**config.mk**
```make
export PLATFORM = sky130hd
export DESIGN_NAME = fetch_queue_stage
export DESIGN_NICKNAME = d
export VERILOG_FILES = /design/src/rtl/fetch_queue_stage.sv
export SDC_FILE = /design/constraint.sdc
export NUM_CORES = 1
export LEC_CHECK = 0
export CELL_PAD_IN_SITES_DETAIL_PLACEMENT = 0
export CELL_PAD_IN_SITES_GLOBAL_PLACEMENT = 2
export CORE_ASPECT_RATIO = 0.5
export CORE_MARGIN = 2
export CORE_UTILIZATION = 30
export DETAILED_ROUTE_END_ITERATION = 6
export GPL_ROUTABILITY_DRIVEN = 0
export PLACE_DENSITY_LB_ADDON = 0.1
export SLEW_MARGIN = 5
export SYNTH_ARGS = -nofsm -noshare
export SYNTH_HDL_FRONTEND = slang
export SYNTH_SLANG_ARGS = --single-unit
```
**constraint.sdc**
```tcl
create_clock -name Clk -period 6.97 [get_ports Clk]
set_input_delay 2.091 -clock Clk [delete_from_list [all_inputs] [get_ports Clk]]
set_output_delay 2.091 -clock Clk [all_outputs]
set_load 0.1 [all_outputs]
```
**src/rtl/fetch_queue_stage.sv**
```systemverilog
// Fetch stage with a circular prefetch queue between the PC generator and the
// D-stage register; the queue lets fetch keep running while decode is stalled.
module fetch_queue_stage #(
  parameter int          QDEPTH      = 4,
  parameter logic [31:0] RESET_PC    = 32'h0000_3000,
  parameter logic [31:0] EXC_HANDLER = 32'h0000_4180,
  parameter logic [31:0] IM_BASE     = 32'h0000_3000,
  parameter logic [31:0] IM_LIMIT    = 32'h0000_6FFC
) (
  input  logic                      Clk,
  input  logic                      Reset,
  output logic [31:0]               ImAddr,
  input  logic [31:0]               ImData,
  input  logic [31:0]               NPC,
  input  logic                      Redirect,
  input  logic                      StallD,
  input  logic                      exp_in,
  input  logic                      exp_out,
  input  logic [31:0]               EPC,
  output logic [31:0]               IRD,
  output logic [31:0]               PC4D,
  output logic [6:2]                ExcCodeD,
  output logic                      ValidD,
  output logic [$clog2(QDEPTH):0]   QCount
);

  localparam int PW = $clog2(QDEPTH);
  localparam int CW = PW + 1;

  typedef struct packed {
    logic [31:0] pc;
    logic [31:0] instr;
    logic [4:0]  exc;
  } entry_t;

  entry_t          q [QDEPTH];
  logic [PW-1:0]   rd_ptr, wr_ptr;
  logic [CW-1:0]   count;
  logic [31:0]     pc;

  entry_t fetch, head;
  logic   empty, bad, pop, pop_q, bypass, push, flush_ev, redir, q_we;

  assign ImAddr = pc;
  assign QCount = count;

  // Out-of-range or misaligned PC becomes an AdEL word with a null instruction.
  assign bad = (pc[1:0] != 2'b00) || (pc < IM_BASE) || (pc > IM_LIMIT);

  always_comb begin
    fetch.pc    = pc;
    fetch.instr = bad ? 32'h0 : ImData;
    fetch.exc   = bad ? 5'd4 : 5'd0;
  end

  assign empty    = (count == '0);
  assign head     = empty ? fetch : q[rd_ptr];
  assign flush_ev = exp_in || exp_out;
  assign redir    = Redirect && !StallD;
  assign pop      = !StallD;
  assign pop_q    = pop && !empty;
  assign bypass   = pop && empty;
  assign push     = !bypass && ((count < CW'(QDEPTH)) || pop);
  assign q_we     = push && !flush_ev && !redir && !Reset;

  always_ff @(posedge Clk) begin
    if (q_we) q[wr_ptr] <= fetch;
  end

  always_ff @(posedge Clk) begin
    if (Reset) begin
      pc       <= RESET_PC;
      rd_ptr   <= '0;
      wr_ptr   <= '0;
      count    <= '0;
      IRD      <= 32'h0;
      PC4D     <= 32'h0;
      ExcCodeD <= 5'd0;
      ValidD   <= 1'b0;
    end else if (flush_ev) begin
      // Exceptions and eret drop everything in flight, stalled or not.
      pc       <= exp_in ? EXC_HANDLER : EPC;
      rd_ptr   <= '0;
      wr_ptr   <= '0;
      count    <= '0;
      IRD      <= 32'h0;
      PC4D     <= 32'h0;
      ExcCodeD <= 5'd0;
      ValidD   <= 1'b0;
    end else if (redir) begin
      // Head becomes the delay slot; everything behind it is wrong-path.
      pc       <= NPC;
      rd_ptr   <= '0;
      wr_ptr   <= '0;
      count    <= '0;
      IRD      <= head.instr;
      PC4D     <= head.pc + 32'd4;
      ExcCodeD <= head.exc;
      ValidD   <= 1'b1;
    end else begin
      if (pop) begin
        IRD      <= head.instr;
        PC4D     <= head.pc + 32'd4;
        ExcCodeD <= head.exc;
        ValidD   <= 1'b1;
      end
      if (push)  wr_ptr <= wr_ptr + PW'(1);
      if (pop_q) rd_ptr <= rd_ptr + PW'(1);
      count <= count + CW'(push) - CW'(pop_q);
      if (push || bypass) pc <= pc + 32'd4;
    end
  end

endmodule

```
### Word level (Yosys, flattened, before mapping)

Memories as Yosys holds them, arrays and structs flattened. A register that Yosys moved wholly into a read port is not among the register bits.
Index checks and enable logic that the tools add are counted.

| cells by class | value |
|---|---|
| $add $sub $neg | 6 |
| $lt $le $gt $ge | 3 |
| eq/ne operators | 1 |
| muxes and demuxes | 19 |
| reductions and logical operators | 23 |

Operators with widths:

| operator | count |
|---|---|
| 32-bit 2-to-1 mux | 9 |
| 69-bit 2-to-1 mux | 1 |
| 32-bit by 3-bit adder with 32-bit output (second input constant) | 2 |
| 32-bit by 15-bit > comparator with 1-bit output (second input constant) | 1 |
| 32-bit by 14-bit < comparator with 1-bit output (second input constant) | 1 |
| 5-bit 2-to-1 mux | 2 |
| 1-bit logical AND | 7 |
| 1-bit zero test | 6 |
| 1-bit logical OR | 5 |
| 2-bit by 1-bit adder with 2-bit output (second input constant) | 2 |
| 1-bit 2-to-1 mux | 4 |
| 2-bit 2-to-1 mux | 2 |
| 3-bit by 1-bit adder with 3-bit output | 1 |
| 3-bit zero test | 1 |
| 3-bit < comparator (second input constant) | 1 |
| 3-bit 2-to-1 mux | 1 |
| 3-bit nonzero test | 1 |
| 3-bit OR reduction | 1 |
| 3-bit by 1-bit subtractor with 3-bit output | 1 |
| 2-bit by 1-bit != test with 1-bit output (second input constant) | 1 |
| 2-bit nonzero test | 1 |
| 2-bit OR reduction | 1 |

| storage, ports and cells | value |
|---|---|
| register bits after elaboration | 109 |
| memory bits (writable) | 268 |
| input bits | 102 |
| output and inout bits | 105 |
| logic and storage cells | 61 |
| memories | 1 |

Memories:

| name | words | bits a word | read ports | clocked after Yosys merged registers in | wr ports | RTL line | RTL |
|---|---|---|---|---|---|---|---|
| q | 4 | 67 | 1 | 1 | 1 | 36 | `entry_t q [QDEPTH];` |

### Logic depth before layout (Yosys ltp)

| logic depth | value |
|---|---|
| depth in word-level cells | 9 |
| gate-level depth with buffers | 14 |
| gate-level depth less buffers | 9 |

### Least setup slack after synthesis

Ideal clock, no wire load.

| timing path | value |
|---|---|
| kind | in2reg |
| start | input exp_in |
| end | memory q[0][10] in the netlist's numbering (enable) |
| library setup time | 0.430 ns |
| arrival | 4.790 ns |
| required time | 6.540 ns |
| path slack | 1.749 ns |
| cell stages on the path | 6 |
| path buffers | 2 |
| path through | clkbuf_1 or2_2 or3_1 clkbuf_1 nor2b_1 and2_1 |

| on the way | value |
|---|---|
| word-level cells in the longest chain between the ends | 7 |

RTL lines:

| item | RTL line | RTL |
|---|---|---|
| start: declaration | 17 | `input logic exp_in,` |
| 1-bit logical OR | 58 | `assign flush_ev = exp_in \|\| exp_out;` |
| 1-bit zero test | 64 | `assign q_we = push && !flush_ev && !redir && !Reset;` |
| 1-bit logical AND (3 in series) | 64 |  |
| 1-bit 2-to-1 mux | 67 | `if (q_we) q[wr_ptr] <= fetch;` |
| 1-bit 2-to-1 mux (implied by the code) | 67 |  |
| end: declaration | 36 |  |

No other way between the ends.

### Worst setup path in the final report

| timing path | value |
|---|---|
| start | input exp_in |
| end | memory q[2][5] in the netlist's numbering (enable) |

Same word-level chain as after synthesis.

==> metrics.md <==
| Metric | Value |
|---|---|
| Status | finished, final reports clean |
| Reg2reg end | PC4D[24] |
| Die Footprint | ~0.057 mm^2 |
| Initial DRT Pass Iterations | 5 |
| Leak | roughly 6.6 nW |
| Initial Util | 30.5% |
| Post-Syn Area | ~0.016 mm^2 |
| Die W | 335 um |
| PnR worst setup slack | between 2 and 2.5 ns |
| Placed Cells | about 2.1k |
| Clk buf depth | 3 |
| Layout cells sized above 1 | 11.7% |
| Core area | approximately 0.054 mm^2 |
| Worst Path Arrival | ~5.0 ns |
| Maximum vdd drop | between 0.2 and 0.25 mV |
| Slew HR | a little under a third |
| Die Y | approximately 170 um |
| # IOs | 207 |
| DR top layer | met4 |
| Worst hold slack | around 0.44 ns |
| Register area share after synthesis | around three fifths |
| Antenna violations before repair | 0 |
| Fin cells | 2176 |
| Fin Setup TNS | 0 ns |
| Hold depth | 2 |
| CTS tree | yes |
| FF-to-FF path depth | 10 |
| Routed Antenna Nets | 0 |
| Worst setup SP type | primary input |
| CTS Sinks | ~370 |
| H-tree levels | 2 |
| Num CTS Buffers | 38 |
| Final net count | 1545 |
| Hold EP | ValidD |
| Core Util, Final | 37.7% |
| Clock slew at the register clock pins of the worst setup and hold paths | ~0.060 ns |
| Root Buffer | clkbuf_16 |
| Routed length per instance | ~22 um |
| Rows | 60 |
| Hold Violations, Final | 0 |
| Mean Syn Cell Area | 12.7 um^2 |
| Maximum fanout along the worst path | 40 |
| GRT overflow | 0 |
| Synth Register Bits | roughly 370 |
| Synth unique cells | 63 |
| R2R Setup Slk | slightly above 3 ns |
| Primary FF master, synth | edfxtp_1 |
| Post-CTS Setup Repair Bufs | 0 |
| CP Class | in -> reg |
| Worst Hold Class | reg -> reg |
| Slew at the pin closest to its max-slew limit | about 1.0 ns |
| Asr flop ratio synth | 0% |
| Drt drc | 0 |
| Max-cap check violation count | 0 |
| Cells resized by post-CTS repair | 0 |
| Vias | ~11k |
| Detailed Place HPWL | 30700 um |
| Fillers | 5106 |
| Pwr dens | around 250 mW/mm^2 |
| Gr usage total | 16.8% |
| Initial DRC Count | between 600 and 700 |
| Area delta synth->final | 23.8% |
| HP Start | ValidD |
| Achievable Freq | about 0.21 GHz |
| RSZ-0062 raised after global routing | false |
| Met1 WL | ~23000 um |
| Tmin final | between 4 and 5 ns |
| Number of synthesized flops with an enable pin | between 200 and 300 |
| Final Cycle Share | between 60% and 70% |
| Worst-Skew Late Latency | approximately 0.54 ns |
| Met3 wire length | between 2000 and 2500 um |
| Tot Pwr | ~5 mW |
| Cts hold-fix bufs | 0 |
| Worst Setup End Kind | register |
| DP Area | around 0.019 mm^2 |
| Routed met2 length | between 20000 and 25000 um |
| Syn. warnings | 0 |
| Worst EP required | roughly 7.2 ns |
| Number of global-route vias before repair | roughly 11k |
| Largest net degree at the start of global routing | 67 |
| Global-route wire length before repair | just over 70000 um |
| Clock Skews | about 0.023 ns |
| Final wirelength | ~48000 um |
| Mapped Cells | between 1k and 1.5k |
| IO Port Bufs | 202 |
| Slew Viols, Final | 0 |
| Vias per cell | about 5.1 |
| Pre-CTS setup slack | 1.61 ns |
| Finished Cell Area | between 0.02 and 0.025 mm^2 |
| Final setup vio count | 0 |
-- cells in the final DEF (no fill, tap or decap), types with 20 or more instances in the layout --
cell / instances
mux2i_1: 29
nand3_1: 83
a21oi_1: 58
and2_1: 37
clkdlybuf4s50_1: 201
buf_4: 24
clkbuf_16: 39
nand2_1: 145
xor2_1: 20
edfxtp_1: 260
a21o_1: 33
mux4_2: 63
nor2_1: 82
dfxtp_1: 105
-- final cells by class --
class	instances	area, um^2	share of cell area (%)
well taps	713	892	4.40
multi-input cells	790	5800	28.6
repair buffers	227	2230	11.0
clock inverters	22	364	1.79
inverters	11	41.3	0.203
clock buffers	45	998	4.92
diodes	1	2.50	0.0123
flip-flops and latches	367	9960	49.1
-- cells by family after synthesis --
logic type / share of synthesized area [%]
and+or+nand+nor: 13.2
DFF: 60.7
AOI/OAI and AO/OA: 8.14
buffers and inverters: 4.16
muxes: 11.2
xor gates and xnor gates: 1.98
adders and majority gates: 0.656
other: 0.0229
-- worst max-delay path by stage --
stage	endpoint	startpoint	depth (start not counted)	slack (ns)
6_report	q[2][5]	exp_in	6	2.21
5_1_grt	q[2][46]	Reset	5	2.02
4_1_cts	q[2][38]	exp_in	6	2.19
3_5_place_dp	q[2][26]	exp_in	6	1.61
3_3_place_gp	q[2][26]	exp_in	6	1.71
2_1_floorplan	q[0][10]	exp_in	6	1.75
-- report_power, final --
| group | switching (mW) | total [mW] | internal [mW] | leakage [nW] |
|---|---|---|---|---|
| registers | 0.0453 | 2.39 | 2.35 | 3.25 |
| clock network | 0.859 | 2.25 | 1.40 | 0.670 |
| logic | 0.278 | 0.418 | 0.140 | 2.63 |
| total | 1.18 | 5.07 | 3.88 | 6.55 |
-- registers in the layout, indices dropped and copies added (netlist names), named ones only --
| signal | cells |
|---|---|
| q | 260 |
| IRD | 32 |
| PC4D | 32 |
| rd_ptr | 2 |
| QCount | 3 |
| ValidD | 1 |
| ExcCodeD | 1 |
| ImAddr | 32 |
| wr_ptr | 2 |
-- metal layers --
metal	up-vias	track usage, %
met5	-	0
met4	0	3.26
met3	52	3.07
met2	219	26.9
met1	5662	23.9
li1	5109	-
-- critical path: stages --
cell and delay [ns]:
clkdlybuf4s50_1 0.65, or2_2 0.43, or3_1 0.47, nor2b_1 0.28, and2_4 0.60, buf_4 0.35
-- cell usage after synthesis, types with 4 or more instances --
cell type	n	area, um^2
a211oi_1	12	90.1
a21o_1	33	248
a21oi_1	58	290
a221oi_1	11	96.3
a22oi_1	15	113
a31oi_1	5	31.3
a32oi_1	4	35.0
and2_1	41	257
and3_1	6	37.5
and4_1	5	43.8
buf_1	7	26.3
buf_2	8	40.0
buf_4	37	278
buf_6	4	45.0
clkbuf_1	67	251
dfxtp_1	107	2140
edfxtp_1	260	7810
ha_1	7	87.6
inv_1	11	41.3
mux2_2	6	67.6
mux2i_1	29	290
mux4_2	63	1420
nand2_1	145	544
nand2b_1	11	68.8
nand3_1	83	415
nand4_1	17	106
nor2_1	82	308
nor3_1	10	50.1
nor4_1	16	100
o211ai_1	9	67.6
o21ai_0	14	70.1
o31ai_1	4	30.0
o32ai_1	8	70.1
or3_1	11	68.8
xnor2_1	17	149
xor2_1	20	175
(Power assumes the default switching activity.)
